**config.mk**
```make
export PLATFORM = sky130hd
export DESIGN_NAME = uart_tx_ctrl
export DESIGN_NICKNAME = d
export VERILOG_FILES = /design/src/rtl/uart_pkg.sv /design/src/rtl/uart_parity_calc.sv /design/src/rtl/uart_tx_ctrl.sv
export SDC_FILE = /design/constraint.sdc
export NUM_CORES = 1
export LEC_CHECK = 0
export CAP_MARGIN = 10
export CORE_UTILIZATION = 35
export CTS_CLUSTER_DIAMETER = 200
export DETAILED_ROUTE_END_ITERATION = 7
export PLACE_DENSITY = 0.67
export SETUP_SLACK_MARGIN = 0.5
export SLEW_MARGIN = 20
export SYNTH_ARGS = -nofsm -noshare
export SYNTH_HDL_FRONTEND = slang
export SYNTH_SLANG_ARGS = --single-unit
```
**constraint.sdc**
```tcl
create_clock -name clk -period 1.6 [get_ports clk]
set_input_delay 0.24 -clock clk [delete_from_list [all_inputs] [get_ports clk]]
set_output_delay 0.24 -clock clk [all_outputs]
set_load 0.1 [all_outputs]
```
**src/rtl/uart_pkg.sv**
```systemverilog
// Shared definitions for the UART transmit controller: FSM encoding, parity
// selection constants, datapath width and serializer timeout.
package uart_pkg;

  typedef enum logic [2:0] {
    IDLE   = 3'd0,
    START  = 3'd1,
    DATA   = 3'd2,
    PARITY = 3'd3,
    STOP   = 3'd4
  } state_e;

  localparam logic PAR_EVEN = 1'b0;
  localparam logic PAR_ODD  = 1'b1;

  localparam int unsigned DATA_W      = 8;
  localparam int unsigned SER_TIMEOUT = 9;
  localparam int unsigned CNT_W       = 4;

  // Even parity is the XOR of all data bits; odd parity is its inverse.
  function automatic logic calc_parity(input logic [DATA_W-1:0] data, input logic par_type);
    return (^data) ^ (par_type == PAR_ODD);
  endfunction

endpackage

```
**src/rtl/uart_parity_calc.sv**
```systemverilog
// Parity generator for one UART data byte; even or odd selected by par_type_i.
module uart_parity_calc
  import uart_pkg::*;
(
  input  logic [DATA_W-1:0] data_i,
  input  logic              par_type_i,
  output logic              par_bit_o
);

  assign par_bit_o = calc_parity(data_i, par_type_i);

endmodule

```
**src/rtl/uart_tx_ctrl.sv**
```systemverilog
// UART transmit frame controller: sequences start, data, optional parity and stop
// bits around an external serializer, with a serializer timeout guard.
module uart_tx_ctrl
  import uart_pkg::*;
(
  input  logic              clk,
  input  logic              rst,
  input  logic [DATA_W-1:0] P_Data,
  input  logic              Data_Valid,
  input  logic              PAR_EN,
  input  logic              PAR_TYP,
  input  logic              ser_done,
  input  logic              ser_data,
  output logic              ser_en,
  output logic [DATA_W-1:0] ser_pdata,
  output logic              TX_OUT,
  output logic              busy,
  output logic              frame_err
);

  state_e             state_q, state_d;
  logic [DATA_W-1:0]  data_q, data_d;
  logic               par_en_q, par_en_d;
  logic               par_typ_q, par_typ_d;
  logic               par_q, par_d;
  logic [CNT_W-1:0]   cnt_q, cnt_d;
  logic               frame_err_q, frame_err_d;
  logic               accept;

  assign accept = Data_Valid && ((state_q == IDLE) || (state_q == STOP));

  // Config only moves on an accepted request, so it is frozen for the whole frame.
  always_comb begin
    data_d    = data_q;
    par_en_d  = par_en_q;
    par_typ_d = par_typ_q;
    if (accept) begin
      data_d    = P_Data;
      par_en_d  = PAR_EN;
      par_typ_d = PAR_TYP;
    end
  end

  // Fed from the next-state config so the latched parity always matches the latched byte.
  uart_parity_calc u_parity (
    .data_i     (data_d),
    .par_type_i (par_typ_d),
    .par_bit_o  (par_d)
  );

  always_comb begin
    state_d     = state_q;
    cnt_d       = '0;
    frame_err_d = frame_err_q;
    if (accept) begin
      frame_err_d = 1'b0;
    end
    unique case (state_q)
      IDLE: begin
        if (accept) state_d = START;
      end
      START: state_d = DATA;
      DATA: begin
        if (ser_done) begin
          state_d = par_en_q ? PARITY : STOP;
        end else if (cnt_q == CNT_W'(SER_TIMEOUT - 1)) begin
          state_d     = STOP;
          frame_err_d = 1'b1;
        end else begin
          cnt_d = cnt_q + CNT_W'(1);
        end
      end
      PARITY: state_d = STOP;
      STOP:   state_d = accept ? START : IDLE;
      default: state_d = IDLE;
    endcase
  end

  always_ff @(posedge clk or posedge rst) begin
    if (rst) begin
      state_q     <= IDLE;
      data_q      <= '0;
      par_en_q    <= 1'b0;
      par_typ_q   <= PAR_EVEN;
      par_q       <= 1'b0;
      cnt_q       <= '0;
      frame_err_q <= 1'b0;
    end else begin
      state_q     <= state_d;
      data_q      <= data_d;
      par_en_q    <= par_en_d;
      par_typ_q   <= par_typ_d;
      par_q       <= par_d;
      cnt_q       <= cnt_d;
      frame_err_q <= frame_err_d;
    end
  end

  always_comb begin
    TX_OUT = 1'b1;
    ser_en = 1'b0;
    unique case (state_q)
      IDLE:   TX_OUT = 1'b1;
      START: begin
        TX_OUT = 1'b0;
        ser_en = 1'b1;
      end
      DATA: begin
        TX_OUT = ser_data;
        ser_en = ~ser_done;
      end
      PARITY: TX_OUT = par_q;
      STOP:   TX_OUT = 1'b1;
      default: TX_OUT = 1'b1;
    endcase
  end

  assign busy      = (state_q != IDLE);
  assign ser_pdata = data_q;
  assign frame_err = frame_err_q;

endmodule
```
Yosys cells after proc, flatten, opt, wreduce, memory -nomap -nowiden
Index checks and enable logic that the tools add are counted.
{"block": "word_totals", "reg_bits": 19, "inputBits": 15}
{"block": "op_classes", "add_sub_neg": 1, "eq_ne": 7, "n_mux": 17, "bitwise": 2, "reduce_logical": 6}
{"op": "3-bit case mux with 5 select lines", "n": 1}
{"op": "3-bit two-way mux", "n": 4}
{"op": "4-bit two-way mux", "n": 3}
{"op": "8-bit two-way mux", "n": 1}
{"op": "8-bit XOR reduction", "n": 1}
{"op": "3-bit by 2-bit == test with 1-bit output (second input constant)", "n": 2}
{"op": "1-bit two-way mux", "n": 6}
{"op": "4-bit by 1-bit adder with 4-bit output (second input constant)", "n": 1}
{"op": "4-bit == test (second input constant)", "n": 1}
{"op": "3-bit by 1-bit == test with 1-bit output (second input constant)", "n": 1}
{"op": "3-bit == test (second input constant)", "n": 1}
{"op": "3-bit zero test", "n": 1}
{"op": "3-bit != test (second input constant)", "n": 1}
{"op": "1-bit case mux with 3 select lines", "n": 1}
{"op": "3-bit nonzero test", "n": 1}
{"op": "2-bit != test (second input constant)", "n": 1}
{"op": "1-bit case mux with 2 select lines", "n": 1}
{"op": "2-bit AND reduction", "n": 1}
{"op": "1-bit logical AND", "n": 1}
{"op": "1-bit logical OR", "n": 1}
{"op": "1-bit inverter", "n": 1}
{"op": "1-bit XOR", "n": 1}

Depth between registers and ports, before layout
{"block": "depth", "ltp_word": 7, "mapped_depth": 6}

Cells and area by module
A second synthesis with hierarchy kept.
{"block": "hier_totals", "hier_cells": 71, "area_unflattened_um2": 950.9}
{"module": "uart_tx_ctrl", "instances": 1, "cells_per_inst": 64, "area_per_inst_um2": 868.3}
{"module": "uart_parity_calc", "instances": 1, "cells_per_inst": 7, "area_per_inst_um2": 82.6}

Worst setup path before layout
OpenSTA, ideal clock, no wires.
{"block": "synth_path", "path_kind": "register -> output", "startpoint": "register state_q[0]", "endpoint": "output ser_en", "arrival_time_ps": 2291, "slack_ps": -931, "path_stages_with_launch": 4, "path_buffers": 0, "path_cell_list": "dfrtp_1 nand2b_1 or2_0 a21oi_1"}
{"block": "synth_between", "elab_chain_len": 2, "word_cells_on_any_way": 3, "cone_classes": "2 x eq/ne; 1 x mux"}
{"element": "from (decl)", "line": "uart_tx_ctrl.sv:21", "rtl": "state_e state_q, state_d;"}
{"element": "from (signal assigned)", "line": "uart_tx_ctrl.sv:89", "rtl": "state_q <= state_d;"}
{"element": "3-bit by 2-bit == test with 1-bit output or 3-bit by 1-bit == test with 1-bit output (tied branches)", "line": "uart_tx_ctrl.sv:102", "rtl": "unique case (state_q)"}
{"element": "1-bit case mux with 2 select lines *", "line": "uart_tx_ctrl.sv:102"}
{"element": "to (decl)", "line": "uart_tx_ctrl.sv:14", "rtl": "output logic ser_en,"}
Every way passes the cells marked *; elsewhere a longest branch is shown, timed or not.

Worst setup path after layout
Ends and elaborated chain as after synthesis.

==> reports/metrics.yaml <==
critical_path:
  cpLargestDelayFamily: "flip-flops"
  path_class: "register to output pin"
  required_ns: 1.36
  cp-end-kind: "output pin"
  rr_worst_depth: 5
  cp_num_buf_inv: 1
  start_kind: "register"
  path_max_fanout: 3
  r2r_slack_ns: 0.04
  crit_slowest_cell: "dfrtp_2"
  crit_cells: 4
  r2r_end: "par_en_q"
  max_stage_delay_ns: 0.43
  crit_chain: "nand2b_4, or2_4, a21oi_4, buf_12"
  r2r_start: "state_q[1]"
  arrival_ns: 1.46
clocking:
  clock_path_buffers: 2
  cts_tree: "yes"
  holdBufCountCts: 0
  cts_root_buffer: "clkbuf_4"
  clock_sinks: 19
  htree_levels: 1
  cts-buffers-inserted: 3
  clock_latency_ns: 0.30
  clk_pin_slew_ns: 0.11
synthesis:
  synth_cell_types: 25
  synth_commonest_cells: "dfrtp_1, mux2_2, xnor2_1"
  synthTopCellsByArea: "dfrtp_1, mux2_2, xnor2_1, xnor3_1, xor2_1"
  yosys.area.top_type: "dfrtp_1"
  synth_edf_count: 0
  synthCells: 79
  yosysMostFrequentCell: "dfrtp_1"
  synth_top_area_share: 0.488
  synthFlopType: "dfrtp_1"
  syn-cell-area_um2: 975
  synthArstFlopShare: 1.00
  avgSynthCellArea_um2: 12.3
  ys_ff_latch: 19
  ys_seq_area_frac: 0.488
  ys_warn_count: 0
  synth.net_count: 96
route:
  drt_wl_total_mm: 2.23
  route.vias.total: 740
  via_per_inst: 4.65
  drc: 0
  drt_iter0_drc: 13
  wl_per_cell_um: 14.0
  dr.pass1.iters: 4
  ant_nets: 0
sta:
  worst_slack_ns: -0.0961
  setup_violations: 3
  timing.final.crit_share: 1.06
  slew_headroom: 0.805
  min_period_ns: 1.70
  hold_viol_final: 0
  fin_setup_tns_ns: -0.194
  drv_slew: 0
  holdWs_ns: 0.250
  worstMarginPinSlew_ns: 0.290
  fmax_mhz: 590
  skew_ns: 0.00223
  rsz0062_at_grt: "yes"
floorplanning:
  std_cell_rows: 18
  dieArea_um2: 3000
  die_h_um: 54.8
  start_util: 0.383
  ios: 27
  die_x_um: 54.8
  core_um2: 2540
cells_and_area:
  nets: 147
  n_antenna_cell: 0
  nFillCells: 200
  fin_area_um2: 1730
  areaGrowthSynthToFinish_pct: 77.2
  layout-drive-gt1-share: 0.527
placement:
  post_dp_cell_area_um2: 1490
  io_buffers: 26
  post-place-ws_ns: -0.156
  dp_hpwl_mm: 1.38
  gp_congestion: 0.742
min_path:
  hold_path_class: "input port to asynchronous set/reset pin"
run_status:
  status: "finished with violations"
  violations: "negative setup slack"
run:
  drv_cap: 0
global_route:
  grt_util_all_layers: 0.179
  antenna_found_initial: 0
  grt_max_degree: 20
  grt_pass1_vias: 771
  grt_pass1_wl_mm: 3.69
  overflow: 0
## worst max-delay path by stage
stage / from / endpoint
2_1_floorplan: state_q[0] / ser_en
3_3_place_gp: P_Data[2] / par_q
3_5_place_dp: P_Data[2] / par_q
4_1_cts: state_q[0] / ser_en
5_1_grt: state_q[0] / ser_en
6_report: state_q[0] / ser_en
## cell families after synthesis
logic type,after synthesis,synth area share
compound gates,6,0.0424
simple gates,18,0.109
flops,19,0.488
mux,12,0.136
buf+inv,6,0.0270
fa+ha+maj,2,0.0257
xor+xnor,16,0.172
## sequential cells by signal, summed over array words and instances (netlist names)
signal	flops
par_typ_q	1
par_en_q	1
ser_pdata	8
par_q	1
cnt_q	4
state_q	3
frame_err	1
## metal layers
metal  up-vias  wire, um  GRT usage
met2        19      1120      0.277
met3         0        93     0.0389
met4         0         0     0.0641
met5         -         0          0
li1        366         -          -
met1       355      1010      0.244
## through the flow
stage / instances / util
2_1_floorplan: 79 / -
3_3_place_gp: 138 / 0.586
3_5_place_dp: 138 / 0.586
4_1_cts: 154 / 0.655
5_1_grt: 159 / 0.678
6_report: 159 / 0.678
## repair_timing
action,4_1_cts,5_1_grt
buffers inserted,11,5
endpoints found under the setup margin,29,30
pin swaps,7,3
gates resized for setup,11,5
cloned,1,0
## worst register-to-register path: stages (launching register included)
cell	delay [ns]
dfrtp_2	0.49
buf_4	0.17
nor3b_4	0.22
buf_6	0.14
buf_12	0.11
mux2_2	0.33
## layout by cell type (no fill, tap or decap), drive strengths merged
| master | n |
|---|---|
| nor3b | 2 |
| a21oi | 3 |
| nand3 | 1 |
| mux2 | 10 |
| a311o | 1 |
| o21a | 1 |
| buf | 33 |
| o32ai | 1 |
| nor3 | 1 |
| clkdlybuf4s50 | 14 |
| nor2 | 5 |
| xnor2 | 9 |
| xor2 | 5 |
| nand3b | 1 |
| mux2i | 2 |
| nand2b | 3 |
| nand2 | 1 |
| or2 | 1 |
| dfrtp | 19 |
| xnor3 | 2 |
| clkbuf | 4 |
| inv | 5 |
| and2 | 1 |
| ha | 2 |
| or3 | 1 |
| nand4b | 1 |
## final cells by class
| cell class | count | area [um^2] | area share |
|---|---|---|---|
| repair buffers | 47 | 597 | 0.346 |
| multi-input cells | 54 | 546 | 0.316 |
| clock buffers | 4 | 26.3 | 0.0152 |
| flip-flops and latches | 19 | 502 | 0.291 |
| inverters | 5 | 18.8 | 0.0109 |
| well taps | 30 | 37.5 | 0.0217 |
Power is not shown: default switching activity piles up to over one toggle a cycle in this logic, so the estimate is an artifact.
